--- src/rtl/br_unit.sv ---
// Branch/JALR resolution unit: resolves in EX, registers redirect info one cycle later,
// trains a table of 2-bit saturating counters and serves fetch-side predictions.
module br_unit #(
  parameter int unsigned XLEN        = 64,
  parameter int unsigned BHT_ENTRIES = 64,
  parameter logic [1:0]  BHT_INIT    = 2'b01,
  parameter int unsigned CNT_W       = 32
) (
  input  logic             clk_i,
  input  logic             rst_i,
  input  logic             stall_i,
  input  logic             flush_i,
  input  logic             in_valid_i,
  input  logic [XLEN-1:0]  pc_i,
  input  logic [31:0]      ir_i,
  input  logic [XLEN-1:0]  r1_i,
  input  logic [XLEN-1:0]  r2_i,
  input  logic             pr_taken_i,
  input  logic [XLEN-1:0]  pred_pc_i,
  output logic             pred_taken_o,
  output logic             out_valid_o,
  output logic             pr_miss_o,
  output logic             jalr_taken_o,
  output logic             redirect_o,
  output logic [XLEN-1:0]  redirect_addr_o,
  output logic [CNT_W-1:0] br_cnt_o,
  output logic [CNT_W-1:0] miss_cnt_o
);

  localparam int unsigned IDX = $clog2(BHT_ENTRIES);

  logic [6:0]      opcode;
  logic [2:0]      funct3;
  logic            is_br, is_jalr, f3_ok, taken_d, pr_miss_d, train, fire;
  logic [XLEN-1:0] br_imm, jalr_imm, br_target, fall_thru, jalr_sum, addr_d;
  logic [IDX-1:0]  upd_idx, pred_idx;
  logic [1:0]      upd_cur;

  logic            out_valid_q, pr_miss_q, jalr_q;
  logic [XLEN-1:0] redirect_addr_q;
  logic [CNT_W-1:0] br_cnt_q, miss_cnt_q;
  logic [1:0]      bht_q [BHT_ENTRIES];

  // Bits of the instruction word and fetch PC that never feed any logic here.
  logic unused_bits;
  assign unused_bits = ^{ir_i[19:15], pred_pc_i[XLEN-1:IDX+2], pred_pc_i[1:0]};

  assign opcode    = ir_i[6:0];
  assign funct3    = ir_i[14:12];
  assign is_br     = (opcode == 7'b1100011);
  assign is_jalr   = (opcode == 7'b1100111);
  assign f3_ok     = (funct3[2:1] != 2'b01);
  assign fire      = in_valid_i & ~stall_i & ~flush_i;
  assign train     = fire & is_br & f3_ok;

  assign br_imm    = {{(XLEN-12){ir_i[31]}}, ir_i[7], ir_i[30:25], ir_i[11:8], 1'b0};
  assign jalr_imm  = {{(XLEN-12){ir_i[31]}}, ir_i[31:20]};
  assign br_target = pc_i + br_imm;
  assign fall_thru = pc_i + XLEN'(4);
  assign jalr_sum  = r1_i + jalr_imm;

  always_comb begin
    taken_d = 1'b0;
    case (funct3)
      3'b000:  taken_d = (r1_i == r2_i);
      3'b001:  taken_d = (r1_i != r2_i);
      3'b100:  taken_d = ($signed(r1_i) <  $signed(r2_i));
      3'b101:  taken_d = ($signed(r1_i) >= $signed(r2_i));
      3'b110:  taken_d = (r1_i <  r2_i);
      3'b111:  taken_d = (r1_i >= r2_i);
      default: taken_d = 1'b0;
    endcase
  end

  always_comb begin
    addr_d    = '0;
    pr_miss_d = 1'b0;
    if (is_br) begin
      pr_miss_d = (taken_d != pr_taken_i);
      addr_d    = taken_d ? br_target : fall_thru;
    end else if (is_jalr) begin
      addr_d    = {jalr_sum[XLEN-1:1], 1'b0};
    end
  end

  always_ff @(posedge clk_i) begin
    if (rst_i) begin
      out_valid_q     <= 1'b0;
      pr_miss_q       <= 1'b0;
      jalr_q          <= 1'b0;
      redirect_addr_q <= '0;
      br_cnt_q        <= '0;
      miss_cnt_q      <= '0;
    end else if (!stall_i) begin
      // Flush and bubbles both fall out of fire=0: everything cleared, nothing counted.
      out_valid_q     <= fire;
      pr_miss_q       <= fire & pr_miss_d;
      jalr_q          <= fire & is_jalr;
      redirect_addr_q <= fire ? addr_d : '0;
      if (train) begin
        br_cnt_q <= br_cnt_q + CNT_W'(1);
        if (pr_miss_d) miss_cnt_q <= miss_cnt_q + CNT_W'(1);
      end
    end
  end

  assign upd_idx = pc_i[IDX+1:2];
  assign upd_cur = bht_q[upd_idx];

  always_ff @(posedge clk_i) begin
    if (rst_i) begin
      for (int i = 0; i < BHT_ENTRIES; i++) bht_q[i] <= BHT_INIT;
    end else if (train) begin
      if (taken_d && upd_cur != 2'b11)       bht_q[upd_idx] <= upd_cur + 2'd1;
      else if (!taken_d && upd_cur != 2'b00) bht_q[upd_idx] <= upd_cur - 2'd1;
    end
  end

  // Read straight from the array, so a same-cycle update is not visible until after the edge.
  assign pred_idx     = pred_pc_i[IDX+1:2];
  assign pred_taken_o = bht_q[pred_idx][1];

  assign out_valid_o     = out_valid_q;
  assign pr_miss_o       = pr_miss_q;
  assign jalr_taken_o    = jalr_q;
  assign redirect_o      = pr_miss_q | jalr_q;
  assign redirect_addr_o = redirect_addr_q;
  assign br_cnt_o        = br_cnt_q;
  assign miss_cnt_o      = miss_cnt_q;

endmodule
--- config.mk ---
export PLATFORM = sky130hd
export DESIGN_NAME = br_unit
export DESIGN_NICKNAME = d
export VERILOG_FILES = /design/src/rtl/br_unit.sv
export SDC_FILE = /design/constraint.sdc
export NUM_CORES = 1
export LEC_CHECK = 0
export CAP_MARGIN = 10
export CORE_MARGIN = 2
export CORE_UTILIZATION = 25
export DETAILED_ROUTE_END_ITERATION = 7
export REMOVE_ABC_BUFFERS = 1
export SYNTH_ARGS = -nofsm -noshare
export SYNTH_HDL_FRONTEND = slang
export SYNTH_SLANG_ARGS = --single-unit
export TNS_END_PERCENT = 20
--- constraint.sdc ---
create_clock -name clk_i -period 12.1 [get_ports clk_i]
set_clock_uncertainty 0.2 [all_clocks]
set_input_delay 1.815 -clock clk_i [delete_from_list [all_inputs] [get_ports clk_i]]
set_output_delay 1.815 -clock clk_i [all_outputs]
set_load 0.01 [all_outputs]
### Word-level counts from Yosys, hierarchy flattened

Memory sizes are Yosys's and may differ from the RTL's.
Index checks and enable logic that the tools add are counted.

| cells by class | value |
|---|---|
| add/sub/neg operators | 7 |
| $lt $le $gt $ge | 4 |
| multiplexer cells | 21 |
| bitwise operators | 10 |
| equal/unequal tests | 12 |
| reduce and logical (&&, ||, !) cells | 8 |

Operators with widths:

| kind | number |
|---|---|
| $mux 64 | 4 |
| $add 64x64->64 | 2 |
| $ge 64x64->1 | 2 |
| $lt 64x64->1 | 2 |
| $add 32x1->32 const B | 2 |
| $add 64x3->64 const B | 1 |
| $eq 64x64->1 | 1 |
| $ne 64x64->1 | 1 |
| $eq 7x7->1 const B | 2 |
| $mux 1 | 13 |
| $eq 3x3->1 const B | 4 |
| $and 1x1->1 | 6 |
| $mux 6 | 1 |
| $pmux 1 s6 | 1 |
| $mux 2 | 2 |
| $eq 3x1->1 const B | 1 |
| $logic_not 3->1 | 1 |
| $reduce_and 3->1 | 1 |
| $add 2x1->2 const B | 1 |
| $logic_and 1x1->1 | 2 |
| $ne 2x1->1 const B | 1 |
| $ne 2x2->1 const B | 1 |
| $not 1->1 | 2 |
| $or 1x1->1 | 2 |
| other kinds (6) | 6 |

| storage, ports and cells | value |
|---|---|
| register bits | 131 |
| memories kept | 1 |
| output and inout port bits | 133 |
| memory bits (writable) | 128 |

Memories:

| memory | words | bits a word | read ports | clocked after Yosys merged registers in | wr ports | RTL line | source |
|---|---|---|---|---|---|---|---|
| bht_q | 64 | 2 | 2 | 0 | 64 | 42 | `logic [1:0] bht_q [BHT_ENTRIES];` |

### Depth between registers and ports, before layout

Gate-level depths: netlist (run 1).

| logic depth | value |
|---|---|
| depth after elaboration | 12 |
| gate-level depth with buffers | 16 |

### Worst setup path after synthesis (run 1)

No wires, ideal clock.

| path | value |
|---|---|
| path type | input to output |
| start point | input port pred_pc_i[2] |
| end point | output port pred_taken_o |
| slack | 5830 ps |
| arrival time | 4255 ps |
| cell stages on the path | 5 |
| cell sequence | clkbuf_1 -> buf_1 -> mux4_2 -> mux4_2 -> mux4_2 |

| on the way | value |
|---|---|
| cells in the longest elaborated chain, start to end | 1 |

Ends and longest elaborated chain:

| what | RTL line | source |
|---|---|---|
| from (decl) | 19 | `input logic [XLEN-1:0] pred_pc_i,` |
| $mem_v2 64x2 | -- |  |
| to (decl) | 20 | `output logic pred_taken_o,` |

Every way passes these cells.

==> run metrics, run 1 <==
Placement Cell Area approximately 28000 um2; Clk network pwr share 37.5%; hold_sp redirect_addr_o[54]; root buf cell clkbuf_16; R2R cell count 11; Cell variety after synth 84; clk slew on worst S/H paths 60 ps; Period Utilization, post-route roughly 58%; largest net degree at the start of global routing 75; H-tree depth 2; Synth Flop Type dfxtp_1; CP top delay family compound AO/OA/AOI/OAI gates; RSZ-0062 raised after global routing false; Initial DRC Count 2452; Final GP Congestion 0.933; average size of a mapped cell roughly 8.1 um2; CP arrival 7110 ps; Clk Latency, worst-skew pair roughly 590 ps; # IOs around 430; asr flop ratio synth 0%; largest stage delay on the critical path 930 ps; site row count 110; Power Density approximately 96 nW/um2; status finished clean; NumNets Final 3573; Sw Share 32.9%; CP bufs+invs 3; Initial Utilization 25.3%; number of synthesized flops with an enable pin 128; Fin. Hold Viols 0; internal power approximately 1.8 mW; TNS Setup 0 ps; Slew Viols, Final 0; share of layout cells above drive strength 1 5.01%; Routed Antenna Nets 0; postcts setup bufs 0; crit-path cells clkdlybuf4s50_1 -> ha_1 -> a21oi_1 -> a21oi_1 -> a211oi_1 -> a2bb2oi_2 -> and2_4 -> o2111ai_4 -> nor2_4 -> buf_4 -> mux2_2 -> nand2_1 -> buf_4 -> nor2_1; count leader, synth nand2_1; critical path's slowest cell a21oi_1; Finished Cell Area between 20000 and 30000 um2; sequential share of power 33.9%; overall routing resource usage roughly a fifth; Slew HR 22.1%; r2r startpoint miss_cnt_o[4]; drt drc 0; min Tclk post-route 7020 ps; Netlist Area Pre-Place 22900 um2; Gate Count Post-Synth 2820; FF+latch count, synth between 200 and 300; Port-buffer cells 363; Vert. Die Dim 306 um; initial antenna violation count 25; R2R Setup Slk 8370 ps; Core Region 90300 um2; area share of the largest cell type after synthesis 16.8%; Psw ~0.9 mW; measured slew at the worst slew-check pin around 1200 ps; vias per cell 5.34; DIE AREA about 94000 um2; CTS Buf Count 34; DP HPWL 71500 um; Area growth, synth to finish 25.8%; final setup fails 0; vias in the first global route 21.7k; WL/cell 21.6 um; CP required 12180 ps; vias 23.0k; Detailed Routing Iterations Pass 1 5; first-pass GRT wire length 135000 um; f_max about 0.14 GHz; post-CTS sizing 0; WS Path Type in -> reg; startpoint types input pin; remaining global-route overflow 0; clock tree buffer depth 3; # hold bufs at CTS 0; # clock sinks 259; R2R Path End miss_cnt_o[26]; CP Max Fanout 64; final wirelength 92700 um; post-synthesis sequential area ratio 28.3%; DIE WIDTH 306 um; WHS Path Cells 2; Layout Utilization 31.8%; number of max-cap violations 0; area leader, netlist edfxtp_1; leading cell types by count after synthesis nand2_1 (305), a21oi_1 (232), nor2_1 (218); Gate power share approximately 29%; Leakage 10.4 nW; Area contributors post-synth edfxtp_1 (17%), dfxtp_1 (11%), ha_1 (10%); Hold Path Sink redirect_addr_o[54]; peak supply drop 0.0833 mV; crit end category flop; Worst Hold Class reg -> reg; CTS tree done; Ys Warns 0
==> worst reg2reg max path: stages, from the launching register on <==
cell and delay, ps:
dfxtp_1 410, and3_1 200, nand3_1 120, nor2_1 170, and4_1 290, and3_1 260, and3_1 210, nand4_1 550
nor4_1 370, mux2i_1 330, or3_1 420, a21oi_1 140
==> metrics by stage <==
| step | instances | power, mW | hold WS (ps) | setup slack, ps |
|---|---|---|---|---|
| 2_1_floorplan | 2649 | 1.43 | 263 | 3890 |
| 3_3_place_gp | 4226 | 1.72 | 231 | 4650 |
| 3_5_place_dp | 4226 | 1.72 | 234 | 4650 |
| 4_1_cts | 4287 | 2.76 | 241 | 5210 |
| 5_1_grt | 4294 | 2.87 | 260 | 4750 |
| 6_report | 4299 | 2.75 | 235 | 5080 |
==> metal layers <==
layer  routed length (um)  track usage (%)  vias to the layer above
li1                     -                -                    11000
met1                37900             23.7                    10800
met2                42500             31.1                      941
met3                 9250             5.50                      169
met4                 2930             6.16                       26
met5                  155                0                        -
==> flip-flops by register name, summed over array words and instances, names as in the netlist <==
signal and cells:
br_cnt_o 32, out_valid_o 1, jalr_taken_o 1, miss_cnt_o 32, redirect_addr_o 64, bht_q 128
pr_miss_o 1
==> logic make-up after synthesis <==
group,synth area share [%]
flops,28.3
mux,3.20
buf+inv,5.11
xor+xnor,7.93
fa+ha+maj,10.6
simple gates,20.0
compound gates,24.8
==> area by class of cell <==
class / instances / area, um2
Fill cell: 9538 / 61500
Multi-Input combinational cell: 2262 / 15300
Sequential cell: 259 / 6470
Timing Repair Buffer: 401 / 3910
Tap cell: 1176 / 1470
Clock buffer: 43 / 895
Inverter: 128 / 482
Clock inverter: 18 / 221
Antenna cell: 12 / 30.0
==> power groups by stage <==
| stage | clock network (mW) | logic [mW] | registers, mW |
|---|---|---|---|
| CTS | 1.06 | 0.776 | 0.932 |
| detailed placement | 0 | 0.772 | 0.950 |
| global placement | 0 | 0.772 | 0.950 |
| global route | 1.09 | 0.855 | 0.932 |
| floorplan | 0 | 0.478 | 0.948 |
| finish | 1.03 | 0.785 | 0.932 |
==> layout by cell type, fill, tap and decap left out, types with 10 or more instances in the layout <==
cell type and count:
clkdlybuf4s50_1 360, nand2_1 305, a21oi_1 232, nor2_1 216, ha_1 191, o21ai_0 187
nand3_1 147, dfxtp_1 131, edfxtp_1 128, inv_1 127, xnor2_1 125, xor2_1 82
a21o_1 77, nand4_1 71, a22oi_1 56, and3_1 49, buf_4 40, a221oi_1 34
clkbuf_16 34, or3_1 32, nor3_1 31, o211ai_1 31, a211oi_1 30, a22o_1 29
o21a_1 22, o21bai_1 22, mux4_2 21, mux2i_1 19, o221ai_1 16, nor2b_1 14
nand2b_1 14, a31oi_1 14, diode_2 12, nor4_1 12, o31ai_1 12, and4_1 10
==> how the worst max path moves through the flow <==
| stage | start | end | slack (ps) | cells past startpoint |
|---|---|---|---|---|
| 6_report | r1_i[11] | bht_q[26][1] | 5080 | 14 |
| 5_1_grt | r1_i[11] | bht_q[21][0] | 4750 | 14 |
| 4_1_cts | r1_i[11] | bht_q[26][1] | 5210 | 14 |
| 3_5_place_dp | r1_i[11] | bht_q[35][1] | 4650 | 14 |
| 3_3_place_gp | r1_i[11] | bht_q[4][1] | 4650 | 14 |
| 2_1_floorplan | r2_i[7] | bht_q[0][0] | 3890 | 12 |
Power figures use the tool's default switching activity.
==> run 2, diff against run 1 <==
==> constraint.sdc (replaced) <==
create_clock -name clk_i -period 6.3 [get_ports clk_i]
set_clock_uncertainty 0.2 [all_clocks]
set_input_delay 0.945 -clock clk_i [delete_from_list [all_inputs] [get_ports clk_i]]
set_output_delay 0.945 -clock clk_i [all_outputs]
set_load 0.01 [all_outputs]
==> run metrics, run 2 (synthesis gave the netlist of run 1 again) <==
internal power 3.56 mW (+93%); first-pass GRT wire length 137000 um (+1.1%); Period Utilization, post-route 82.4%; Psw 1.75 mW (+94%); crit end category flop; vias in the first global route 21.9k (+0.59%); postcts setup bufs 0 (unchanged); Initial Utilization 25.3% (unchanged); final wirelength 93400 um (+0.80%); status finished clean; sequential share of power 33.7% (-0.2 points); Sw Share 33.0% (+0.047 points); Reg with most FFs bht_q; CP Max Fanout 22 (-66%); Worst Hold Class reg -> reg; WS Path Type in -> reg; CP required 6510 ps (-5670 ps); post-CTS sizing 0 (unchanged); commonest non-fill, non-tap cell in the layout clkdlybuf4s50_1; Detailed Routing Iterations Pass 1 6 (+1); crit-path cells clkdlybuf4s50_1 -> ha_1 -> nand4_1 -> nor2_1 -> a221o_1 -> a211oi_1 -> a2bb2oi_2 -> nand4_1 -> o2111ai_4 -> nor2_4 -> o41a_4 -> buf_4 -> o311ai_0 -> o41ai_1; largest net degree at the start of global routing 65 (-13%); min Tclk post-route 5190 ps; CTS Buf Count 34 (unchanged); critical path's slowest cell clkdlybuf4s50_1; vias 23.0k (+0.13%); worst slack on hold paths 249 ps (+13.6 ps); site row count 110 (unchanged); Slew Viols, Final 0 (unchanged); DIE WIDTH 306 um (unchanged); peak supply drop 0.149 mV (+79%); drt drc 0 (unchanged); largest stage delay on the critical path 570 ps (-360 ps); remaining global-route overflow 0 (unchanged); Final GP Congestion 0.920 (-1.4%); Vert. Die Dim 306 um (unchanged); Clk network pwr share 37.3% (-0.2 points); Port-buffer cells 363 (unchanged); # IOs 427 (unchanged); root buf cell clkbuf_16; most frequent cells in the layout clkdlybuf4s50_1 (360), nand2_1 (305), a21oi_1 (232); DP HPWL 73800 um (+3.2%); clk slew on worst S/H paths 60 ps (about the same); DIE AREA 93900 um2 (unchanged); Core Region 90300 um2 (unchanged); max FFs per register 128 (unchanged); Area growth, synth to finish 28.1%; RSZ-0062 raised after global routing false; Slew HR 30.7% (+8.6 points); CTS tree done; final setup fails 0 (unchanged); WL/cell 21.5 um (-0.41%); startpoint types input pin; number of max-cap violations 0 (unchanged); vias per cell 5.29 (-1.1%); CP arrival 5400 ps (-1710 ps); overall routing resource usage 19.1% (+0.12 points); Power Density 181 nW/um2 (+90%); Initial DRC Count 2085 (-15%); NumNets Final 3630 (+1.6%); Leakage 10.7 nW (+3.2%); # hold bufs at CTS 0 (unchanged); Crit path top cell by count nand4_1; clock tree buffer depth 3 (unchanged); Routed Antenna Nets 0 (unchanged); Gate power share 29.0% (+0.4 points); # clock sinks 259 (unchanged); Placement Cell Area 28100 um2 (+1.9%); fillers 9467 (-0.74%); Fin. Hold Viols 0 (unchanged); share of layout cells above drive strength 1 6.88% (+1.9 points); measured slew at the worst slew-check pin 1040 ps (-129 ps); Clk Latency, worst-skew pair 560 ps (-30 ps); f_max 0.193 GHz; H-tree depth 2 (unchanged); TNS Setup 0 ps (unchanged); Finished Cell Area 29300 um2 (+1.8%); initial antenna violation count 14 (-44%)
[run 2: cell type report]
| cell class | count | area (um2) | area share [%] |
|---|---|---|---|
| Multi-Input combinational cell | 2262 | 15300 | 52.2 |
| Sequential cell | 259 | 6470 | 22.1 |
| Timing Repair Buffer | 458 | 4450 | 15.2 |
| Tap cell | 1176 | 1470 | 5.03 |
| Clock buffer | 43 | 925 | 3.16 |
| Inverter | 128 | 480 | 1.64 |
| Clock inverter | 18 | 194 | 0.663 |
| Antenna cell | 7 | 17.5 | 0.0598 |
[run 2: through the flow]
stage	util, %	power (mW)	std cells	setup slack (ps)
final	32.4	5.31	4351	1110
after global routing	32.4	5.54	4345	800
after CTS	32.4	5.33	4344	1180
after detailed placement	31.2	3.34	4283	604
after global placement	31.2	3.34	4283	664
after floorplan	-	2.74	2649	-1040
[run 2: final timing paths]
kind	start	to	slack, ps	cells after the start
worst max-delay path	r1_i[14]	miss_cnt_o[21]	1110	14
worst min register to register	redirect_addr_o[18]	redirect_addr_o[18]	250	1
worst min-delay path	redirect_addr_o[18]	redirect_addr_o[18]	250	1
worst max register to register	miss_cnt_o[4]	miss_cnt_o[30]	2630	12
[run 2: routing by layer]
layer / global-route usage [%] / part of all wire (%) / up-vias
met3: 4.67 / 9.0 / 129
li1: - / - / 11100
met2: 31.8 / 47 / 861
met1: 24.6 / 42 / 10900
met4: 4.42 / 2.2 / 20
met5: 0 / 0.13 / -
[run 2: power by group through the flow]
stage | clock, mW | sequential (mW) | combinational, mW
2_1_floorplan | 0 | 1.82 | 0.918
3_3_place_gp | 0 | 1.82 | 1.51
3_5_place_dp | 0 | 1.83 | 1.51
4_1_cts | 2.02 | 1.79 | 1.52
5_1_grt | 2.07 | 1.79 | 1.68
6_report | 1.98 | 1.79 | 1.54
[run 2: worst max-delay path, delay by kind of cell]
family          cells  cell delay [ps]
compound gates      7             2180
fa+ha+maj           1              400
buf+inv             2              800
simple gates        4             1040
